### config.mk
export PLATFORM = sky130hd
export DESIGN_NAME = tt_sweep_ctrl
export DESIGN_NICKNAME = d
export VERILOG_FILES = /design/src/rtl/tt_sweep_ctrl_pkg.sv /design/src/rtl/tt_settle_timer.sv /design/src/rtl/tt_sweep_ctrl.sv
export SDC_FILE = /design/constraint.sdc
export NUM_CORES = 1
export LEC_CHECK = 0
export ABC_AREA = 0
export CAP_MARGIN = 20
export CORE_MARGIN = 1
export CORE_UTILIZATION = 50
export DETAILED_ROUTE_END_ITERATION = 7
export PLACE_DENSITY = 0.75
export SETUP_SLACK_MARGIN = 0.05
export SLEW_MARGIN = 0
export SYNTH_ARGS = -nofsm -noshare
export SYNTH_HDL_FRONTEND = slang
export SYNTH_SLANG_ARGS = --single-unit
export TNS_END_PERCENT = 20
### constraint.sdc
create_clock -name clk -period 1.8 [get_ports clk]
set_input_delay 0.45 -clock clk [delete_from_list [all_inputs] [get_ports clk]]
set_output_delay 0.45 -clock clk [all_outputs]
set_load 0.02 [all_outputs]
### src/rtl/tt_sweep_ctrl_pkg.sv
// Shared types and constants for the truth-table sweep controller.
// Holds the FSM state enum, sweep geometry and a small bit-insert helper.
package tt_sweep_ctrl_pkg;

    localparam int N_VEC = 16;
    localparam int IDX_W = 4;
    localparam int CNT_W = 8;

    typedef enum logic [1:0] {
        IDLE   = 2'd0,
        SETTLE = 2'd1,
        SAMPLE = 2'd2,
        DONE   = 2'd3
    } state_e;

    function automatic logic [N_VEC-1:0] set_bit(
        input logic [N_VEC-1:0] vec,
        input logic [IDX_W-1:0] pos,
        input logic             val
    );
        logic [N_VEC-1:0] res;
        res      = vec;
        res[pos] = val;
        return res;
    endfunction

endpackage

### src/rtl/tt_settle_timer.sv
// Loadable down-counter with a zero flag.
// Used to hold each gate input vector for a fixed number of settle cycles.
module tt_settle_timer #(
    parameter int CNT_W = 8
) (
    input  logic             clk,
    input  logic             rst_n,
    input  logic             load,
    input  logic [CNT_W-1:0] load_val,
    input  logic             dec,
    output logic             zero
);

    logic [CNT_W-1:0] count_q;
    logic [CNT_W-1:0] count_d;

    // Load has priority; the count saturates at zero instead of wrapping.
    always_comb begin
        count_d = count_q;
        if (load) begin
            count_d = load_val;
        end else if (dec && (count_q != '0)) begin
            count_d = count_q - 1'b1;
        end
    end

    always_ff @(posedge clk or negedge rst_n) begin
        if (!rst_n) begin
            count_q <= '0;
        end else begin
            count_q <= count_d;
        end
    end

    assign zero = (count_q == '0);

endmodule

### src/rtl/tt_sweep_ctrl.sv
// Sweeps all 16 input combinations of a 4-input gate, records its truth table
// and compares it against a golden table. All outputs come straight from flops.
module tt_sweep_ctrl
    import tt_sweep_ctrl_pkg::*;
#(
    parameter int               SETTLE_CYC = 2,
    parameter logic [N_VEC-1:0] EXPECTED   = 16'h6847
) (
    input  logic             clk,
    input  logic             rst_n,
    input  logic             start,
    input  logic             abort,
    output logic [IDX_W-1:0] gate_in,
    input  logic             gate_out,
    output logic             busy,
    output logic             done,
    output logic [N_VEC-1:0] tt,
    output logic             valid,
    output logic             match
);

    localparam logic [CNT_W-1:0] SETTLE_RELOAD = CNT_W'(SETTLE_CYC - 1);
    localparam logic [IDX_W-1:0] LAST_IDX      = IDX_W'(N_VEC - 1);

    state_e           state_q,   state_d;
    logic [IDX_W-1:0] idx_q,     idx_d;
    logic [IDX_W-1:0] gate_in_q, gate_in_d;
    logic [N_VEC-1:0] shadow_q,  shadow_d;
    logic [N_VEC-1:0] tt_q,      tt_d;
    logic             valid_q,   valid_d;
    logic             match_q,   match_d;
    logic             done_q,    done_d;
    logic             busy_q,    busy_d;

    logic             timer_load;
    logic             timer_dec;
    logic             timer_zero;

    tt_settle_timer #(
        .CNT_W (CNT_W)
    ) u_settle_timer (
        .clk      (clk),
        .rst_n    (rst_n),
        .load     (timer_load),
        .load_val (SETTLE_RELOAD),
        .dec      (timer_dec),
        .zero     (timer_zero)
    );

    always_comb begin
        state_d    = state_q;
        idx_d      = idx_q;
        gate_in_d  = gate_in_q;
        shadow_d   = shadow_q;
        tt_d       = tt_q;
        valid_d    = valid_q;
        match_d    = match_q;
        timer_load = 1'b0;
        timer_dec  = 1'b0;

        case (state_q)
            IDLE: begin
                gate_in_d = '0;
                if (start && !abort) begin
                    state_d    = SETTLE;
                    idx_d      = '0;
                    shadow_d   = '0;
                    valid_d    = 1'b0;
                    match_d    = 1'b0;
                    timer_load = 1'b1;
                end
            end

            SETTLE: begin
                if (abort) begin
                    state_d   = IDLE;
                    idx_d     = '0;
                    gate_in_d = '0;
                end else if (timer_zero) begin
                    state_d = SAMPLE;
                end else begin
                    timer_dec = 1'b1;
                end
            end

            SAMPLE: begin
                if (abort) begin
                    state_d   = IDLE;
                    idx_d     = '0;
                    gate_in_d = '0;
                end else begin
                    shadow_d = set_bit(shadow_q, idx_q, gate_out);
                    if (idx_q == LAST_IDX) begin
                        // Commit on entry to DONE so tt/valid/match line up with the done pulse.
                        state_d   = DONE;
                        gate_in_d = '0;
                        tt_d      = shadow_d;
                        valid_d   = 1'b1;
                        match_d   = (shadow_d == EXPECTED);
                    end else begin
                        state_d    = SETTLE;
                        idx_d      = idx_q + 1'b1;
                        gate_in_d  = idx_q + 1'b1;
                        timer_load = 1'b1;
                    end
                end
            end

            DONE: begin
                state_d   = IDLE;
                idx_d     = '0;
                gate_in_d = '0;
            end

            default: begin
                state_d   = IDLE;
                idx_d     = '0;
                gate_in_d = '0;
            end
        endcase

        done_d = (state_d == DONE);
        busy_d = (state_d != IDLE);
    end

    always_ff @(posedge clk or negedge rst_n) begin
        if (!rst_n) begin
            state_q   <= IDLE;
            idx_q     <= '0;
            gate_in_q <= '0;
            shadow_q  <= '0;
            tt_q      <= '0;
            valid_q   <= 1'b0;
            match_q   <= 1'b0;
            done_q    <= 1'b0;
            busy_q    <= 1'b0;
        end else begin
            state_q   <= state_d;
            idx_q     <= idx_d;
            gate_in_q <= gate_in_d;
            shadow_q  <= shadow_d;
            tt_q      <= tt_d;
            valid_q   <= valid_d;
            match_q   <= match_d;
            done_q    <= done_d;
            busy_q    <= busy_d;
        end
    end

    assign gate_in = gate_in_q;
    assign busy    = busy_q;
    assign done    = done_q;
    assign tt      = tt_q;
    assign valid   = valid_q;
    assign match   = match_q;

endmodule

==> results of run 1 <==
[final timing paths]
| path | from | to | slack (ns) | depth (start not counted) |
|---|---|---|---|---|
| max | idx_q[0] | match | -0.01 | 8 |
| min | rst_n | done | 0.12 | 2 |
| max reg2reg | idx_q[0] | match | -0.01 | 8 |
| min reg2reg | tt[5] | tt[5] | 0.48 | 2 |
| max in group asynchronous | rst_n | idx_q[2] | 1.44 | 2 |
| min in group clk | tt[5] | tt[5] | 0.48 | 2 |
[cells in the mapped netlist]
library cell	n
sky130_fd_sc_hd__xor2_1	2
sky130_fd_sc_hd__nor4_2	1
sky130_fd_sc_hd__nand2b_1	2
sky130_fd_sc_hd__nor4b_1	1
sky130_fd_sc_hd__nor4_1	1
sky130_fd_sc_hd__and2b_1	1
sky130_fd_sc_hd__a22oi_1	1
sky130_fd_sc_hd__nand3_1	5
sky130_fd_sc_hd__inv_1	6
sky130_fd_sc_hd__nand3b_1	2
sky130_fd_sc_hd__nand4b_1	1
sky130_fd_sc_hd__a2111o_1	1
sky130_fd_sc_hd__nand4_1	1
sky130_fd_sc_hd__nor3_1	1
sky130_fd_sc_hd__buf_2	1
sky130_fd_sc_hd__a21oi_1	8
sky130_fd_sc_hd__and2_1	1
sky130_fd_sc_hd__ha_1	6
sky130_fd_sc_hd__nand4bb_1	1
sky130_fd_sc_hd__mux2i_1	15
sky130_fd_sc_hd__xnor2_1	3
sky130_fd_sc_hd__or3b_4	1
sky130_fd_sc_hd__nor3b_1	4
sky130_fd_sc_hd__clkbuf_1	12
sky130_fd_sc_hd__or3_1	3
sky130_fd_sc_hd__nor2b_1	6
sky130_fd_sc_hd__dfrtp_1	54
sky130_fd_sc_hd__o31ai_1	1
sky130_fd_sc_hd__o21ai_0	44
sky130_fd_sc_hd__nor2_1	10
sky130_fd_sc_hd__nand2_1	54
sky130_fd_sc_hd__o32ai_1	1
sky130_fd_sc_hd__a21o_1	2
sky130_fd_sc_hd__a22o_1	2
sky130_fd_sc_hd__and3_1	1
[stage by stage]
step	util, %	power, mW
global placement	66.9	1.96
floorplan	-	1.69
CTS	70.8	2.66
global route	72.4	2.84
detailed placement	66.9	1.99
finish	72.4	2.70
[report_power, final]
| group | switching (mW) | internal [mW] |
|---|---|---|
| registers | 0.0909 | 1.30 |
| clock network | 0.362 | 0.262 |
| logic | 0.327 | 0.353 |
[kinds of logic (layout without fill, tap and decap cells)]
logic type	after synthesis	after routing	synth area share, %
AO/OA/AOI/OAI	60	60	13.2
XOR/XNOR	5	5	1.76
multiplexers	15	15	6.03
adder cells (fa/ha/maj)	6	6	3.01
flip-flops	54	54	54.3
buffers and inverters	19	91	2.91
AND/OR/NAND/NOR	97	97	18.8
[registers in the layout, indices dropped and copies added (netlist names), 2 cells and up]
signal	cells
gate_in	4
idx_q	4
shadow_q	16
state_q	2
tt	16
u_settle_timer.count_q	8
[layout make-up]
| type | count | area share (%) |
|---|---|---|
| Tap cell | 67 | 2.44 |
| Inverter | 6 | 0.655 |
| Clock buffer | 5 | 2.00 |
| Multi-Input combinational cell | 183 | 34.3 |
| Clock inverter | 2 | 0.291 |
| Timing Repair Buffer | 78 | 21.1 |
| Sequential cell | 54 | 39.3 |
[worst reg2reg max path: stages, from the launching register on]
cell and delay [ns]:
sky130_fd_sc_hd__dfrtp_1 0.41, sky130_fd_sc_hd__inv_2 0.07, sky130_fd_sc_hd__ha_2 0.20, sky130_fd_sc_hd__buf_4 0.14, sky130_fd_sc_hd__nand3b_1 0.11, sky130_fd_sc_hd__mux2i_2 0.27, sky130_fd_sc_hd__nor2b_2 0.19, sky130_fd_sc_hd__nand4_1 0.13
sky130_fd_sc_hd__o31ai_1 0.21
[what timing repair did]
item	4_1_cts	5_1_grt
gates resized for setup	18	19
setup endpoints to repair	9	34
buffers inserted	6	1
pin swaps	7	3
[per-layer routing]
metal  wire length [um]  up-vias  track usage [%]
li1                   -     1011                -
met1               2500      974             29.5
met2               2860       43             37.5
met3                182        4             2.92
met4                 51        0             8.93
met5                  0        -                0
==> results.sh, run 1 <==
export IMPL_synth_area_per_cell_um2=9.73
export IMPL_post_route_cell_area_um2=3440
export IMPL_drt_drc_violations_left=0
export IMPL_cts_made_buffers=5
export IMPL_cts_hold_fix_buffers=0
export IMPL_route_vias_total=2032
export IMPL_start_kind="flip-flop"
export IMPL_post_layout_nonfiller_instances=395
export IMPL_fillerInstances=364
export IMPL_io_pins=29
export IMPL_achievable_frequency_mhz=553
export IMPL_final_max_slew_violation_count=0
export IMPL_postPlaceCellArea_um2=3180
export IMPL_timing_critical_path_arrival_ns=2.02
export IMPL_final_cell_mix="53 x sky130_fd_sc_hd__nand2_1, 53 x sky130_fd_sc_hd__dfrtp_1, 45 x sky130_fd_sc_hd__buf_4, 42 x sky130_fd_sc_hd__o21ai_0, 19 x sky130_fd_sc_hd__clkdlybuf4s50_1"
export IMPL_core_um2=4750
export IMPL_ys_seq_area_share_pct=54.3
export IMPL_multiInputGateArea_um2=1180
export IMPL_worst_endpoint_required_ns=2.01
export IMPL_detailed_place_hpwl_um=3800
export IMPL_setup_viol=2
export IMPL_setup_worst_path_class="reg -> reg"
export IMPL_grt_max_degree=55
export IMPL_number_of_global_route_vias_before_repair=2006
export IMPL_yosys_top_cells_area="sky130_fd_sc_hd__dfrtp_1 54%, sky130_fd_sc_hd__o21ai_0 8.8%, sky130_fd_sc_hd__nand2_1 8.1%, sky130_fd_sc_hd__mux2i_1 6.0%, sky130_fd_sc_hd__ha_1 3.0%"
export IMPL_status="finished with violations"
export IMPL_mappedNetlistArea_um2=2490
export IMPL_grt_setup_unrepaired="yes"
export IMPL_globalRouteOverflowTotal=0
export IMPL_final_period_minus_worst_setup_slack_ns=1.81
export IMPL_wl_per_cell_um=14.1
export IMPL_synth_warning_count=0
export IMPL_clk_latency_ns=0.30
export IMPL_groute_usage_overall_pct=22.4
export IMPL_worst_path_largest_cell_delay_ns=0.41
export IMPL_powerDensity_nw_per_um2=784
export IMPL_antenna_diode_count=0
export IMPL_cts_sink_count=54
export IMPL_final_hold_worst_slack_ns=0.123
export IMPL_post_synth_inst_count=256
export IMPL_critical_path_top_delay_family="simple AND/OR/NAND/NOR gates"
export IMPL_share_of_layout_cells_above_drive_strength_1_pct=25.3
export IMPL_max_slew_margin_pct=72.8
export IMPL_mappedNetlistNets=267
export IMPL_dr_pass1_iters=4
export IMPL_final_critical_path_setup_slack_ns=-0.00989
export IMPL_numPlacedInstances=381
export IMPL_netlist_cell_type_count=35
export IMPL_violated_checks="negative setup slack"
export IMPL_clock_skew_final_ns=0.00482
export IMPL_tritoncts="built"
export IMPL_yosys_area_top_type="sky130_fd_sc_hd__dfrtp_1"
export IMPL_finalHoldViolCount=0
export IMPL_slowest_stage="sky130_fd_sc_hd__dfrtp_1"
export IMPL_cts_root_buf="sky130_fd_sc_hd__clkbuf_8"
export IMPL_list_of_cells_traversed_by_the_critical_path="inv_2 -> ha_2 -> buf_4 -> nand3b_1 -> mux2i_2 -> nor2b_2 -> nand4_1 -> o31ai_1"
export IMPL_postRouteAntennaNets=0
export IMPL_area_growth_synth_to_final_pct=38.2
export IMPL_clk_pin_slew_worst_paths_ns=0.08
export IMPL_dr_first_iter_drc_count=86
export IMPL_crit_fanout=3
export IMPL_setup_tns_final_ns=-0.0153
export IMPL_numPortBuffers=28
export IMPL_leakage_nw=1.73
export IMPL_timing_final_crit_share_pct=101
export IMPL_clk_path_buf_depth=2
export IMPL_synthDominantCellAreaShare_pct=54.3
export IMPL_fp_dieH_um=72.6
export IMPL_total_length_of_routed_wires_um=5590
export IMPL_max_cap_violations=0
export IMPL_grt_pass1_wl_um=9030
export IMPL_via_per_inst=5.14
export IMPL_gp_routability_congestion=0.802
export IMPL_final_nets=339
export IMPL_worst_path_buf_inv=2
export IMPL_htreeDepth=2
export IMPL_synth_ff_latch_count=54
export IMPL_initial_core_util_pct=52.4
export IMPL_place_worst_setup_slack_ns=-0.459
export IMPL_antenna_violations_before_repair=0
export IMPL_kind_of_end_point_of_the_critical_path="flip-flop"
export IMPL_std_cell_rows=25
export IMPL_seqCellArea_um2=1350
export IMPL_irDropWorstVdd_uv=588
export IMPL_min_delay_path_class="in -> async"
export IMPL_dieWidth_um=72.6
export IMPL_die_area_um2=5270
export IMPL_worst_pin_slew_ns=0.407
No activity file was read; power rests on OpenSTA's default activity.
==> run 2, diff against run 1 <==
- RECOVER_POWER: unset -> 25
==> results.sh, run 2 (synthesis results as in run 1) <==
export IMPL_groute_usage_overall_pct=22.4
export IMPL_powerDensity_nw_per_um2=786
export IMPL_achievable_frequency_mhz=553
export IMPL_final_period_minus_worst_setup_slack_ns=1.81
export IMPL_setup_worst_path_class="reg -> reg"
export IMPL_final_nets=339
export IMPL_max_cap_violations=0
export IMPL_antenna_violations_before_repair=0
export IMPL_post_layout_nonfiller_instances=395
export IMPL_total_length_of_routed_wires_um=5590
export IMPL_violated_checks="negative setup slack"
export IMPL_setup_tns_final_ns=-0.0153
export IMPL_numPlacedInstances=381
export IMPL_cts_sink_count=54
export IMPL_final_cell_mix="53 x sky130_fd_sc_hd__nand2_1, 53 x sky130_fd_sc_hd__dfrtp_1, 45 x sky130_fd_sc_hd__buf_4, 42 x sky130_fd_sc_hd__o21ai_0, 19 x sky130_fd_sc_hd__clkdlybuf4s50_1"
export IMPL_postRouteAntennaNets=0
export IMPL_dr_pass1_iters=4
export IMPL_tritoncts="built"
export IMPL_initial_core_util_pct=52.4
export IMPL_numPortBuffers=28
export IMPL_seqCellArea_um2=1350
export IMPL_antenna_diode_count=0
export IMPL_fp_dieH_um=72.6
export IMPL_power_frac_comb_pct=25.1
export IMPL_met2_routed_length_um=2850
export IMPL_place_worst_setup_slack_ns=-0.459
export IMPL_worst_pin_slew_ns=1.31
export IMPL_crit_fanout=3
export IMPL_std_cell_rows=25
export IMPL_drt_drc_violations_left=0
export IMPL_detail_route_wirelength_met1_um=2500
export IMPL_clk_pin_slew_worst_paths_ns=0.09
export IMPL_core_um2=4750
export IMPL_worst_endpoint_required_ns=2.01
export IMPL_clock_skew_final_ns=0.00482
export IMPL_share_of_layout_cells_above_drive_strength_1_pct=25.3
export IMPL_detailed_place_hpwl_um=3800
export IMPL_leakage_nw=1.72
export IMPL_post_route_cell_area_um2=3430
export IMPL_globalRouteOverflowTotal=0
export IMPL_clock_power_share_pct=23.2
export IMPL_power_share_sequential_pct=51.7
export IMPL_io_pins=29
export IMPL_post_route_util_pct=72.1
export IMPL_die_area_um2=5270
export IMPL_top_layer_used="met4"
export IMPL_clk_latency_ns=0.30
export IMPL_final_max_slew_violation_count=0
export IMPL_dieWidth_um=72.6
export IMPL_kind_of_end_point_of_the_critical_path="flip-flop"
export IMPL_postPlaceCellArea_um2=3180
export IMPL_p_int_mw=1.91
export IMPL_cts_made_buffers=5
export IMPL_finalHoldViolCount=0
export IMPL_dr_first_iter_drc_count=86
export IMPL_gp_routability_congestion=0.802
export IMPL_netSwitchingPower_uw=780
export IMPL_number_of_global_route_vias_before_repair=2006
export IMPL_grt_setup_unrepaired="yes"
export IMPL_htreeDepth=2
export IMPL_fin_total_pwr_mw=2.69
export IMPL_via_per_inst=5.14
export IMPL_worstHoldPathCells=2
export IMPL_start_kind="flip-flop"
export IMPL_final_hold_worst_slack_ns=0.480
export IMPL_multiInputGateArea_um2=1180
export IMPL_clk_path_buf_depth=2
export IMPL_route_vias_total=2031
export IMPL_cts_root_buf="sky130_fd_sc_hd__clkbuf_8"
export IMPL_irDropWorstVdd_uv=587
export IMPL_grt_max_degree=55
export IMPL_final_critical_path_setup_slack_ns=-0.00989
export IMPL_timing_final_crit_share_pct=101
export IMPL_min_delay_path_class="reg -> reg"
export IMPL_wl_met3_um=182
export IMPL_area_growth_synth_to_final_pct=37.6
export IMPL_power_switching_share_pct=29.0
export IMPL_setup_viol=2
export IMPL_wl_per_cell_um=14.1
export IMPL_fillerInstances=366
export IMPL_status="finished with violations"
export IMPL_worst_r2r_cell_count=8
export IMPL_timing_critical_path_arrival_ns=2.02
export IMPL_max_slew_margin_pct=12.9
export IMPL_cts_hold_fix_buffers=0
export IMPL_grt_pass1_wl_um=9030
run 2: cell types whose count changed in the layout (fill, tap and decap cells not counted):
cell / change
sky130_fd_sc_hd__clkbuf_2: +1
sky130_fd_sc_hd__buf_12: -1
run 2: final cells by class:
cell class,instances,share of cell area [%]
clock inverter,2,0.292
timing repair buffer,78,20.7
multi-input combinational,183,34.4
tap,67,2.45
clock buffer,5,2.01
inverter,6,0.657
sequential,54,39.5
run 2: layer usage:
| layer | vias up | GRT usage, % |
|---|---|---|
| met1 | 973 | 29.5 |
| met3 | 4 | 2.92 |
| li1 | 1011 | - |
| met4 | 0 | 8.93 |
| met2 | 43 | 37.5 |
| met5 | - | 0 |
run 2: path summary, 6_finish.rpt:
kind                                from  endpoint  slack, ns
max in group asynchronous          rst_n  idx_q[2]       0.43
worst min register to register     tt[5]     tt[5]       0.48
worst min-delay path               tt[5]     tt[5]       0.48
min in group asynchronous          rst_n      done       0.51
worst max-delay path            idx_q[0]     match      -0.01
worst max register to register  idx_q[0]     match      -0.01
run 2: timing repair:
item / 4_1_cts / 5_1_grt
setup endpoints to repair: 9 / 34
buffers inserted: 6 / 1
pin swaps: 7 / 3
resized for setup: 18 / 19
gates cloned: 0 / 0
run 2: critical path, cell delays in order, from the launching register on:
cell and delay [ns]:
sky130_fd_sc_hd__dfrtp_1 0.41, sky130_fd_sc_hd__inv_2 0.07, sky130_fd_sc_hd__ha_2 0.20, sky130_fd_sc_hd__buf_4 0.14
sky130_fd_sc_hd__nand3b_1 0.11, sky130_fd_sc_hd__mux2i_2 0.27, sky130_fd_sc_hd__nor2b_2 0.19, sky130_fd_sc_hd__nand4_1 0.13
sky130_fd_sc_hd__o31ai_1 0.21
run 2: power groups by stage:
| stage | clock network (mW) | registers (mW) | logic (mW) |
|---|---|---|---|
| 2_1_floorplan | 0 | 1.40 | 0.291 |
| 5_1_grt | 0.683 | 1.40 | 0.750 |
| 3_5_place_dp | 0 | 1.40 | 0.592 |
| 4_1_cts | 0.651 | 1.37 | 0.632 |
| 3_3_place_gp | 0 | 1.39 | 0.568 |
| 6_report | 0.624 | 1.39 | 0.676 |
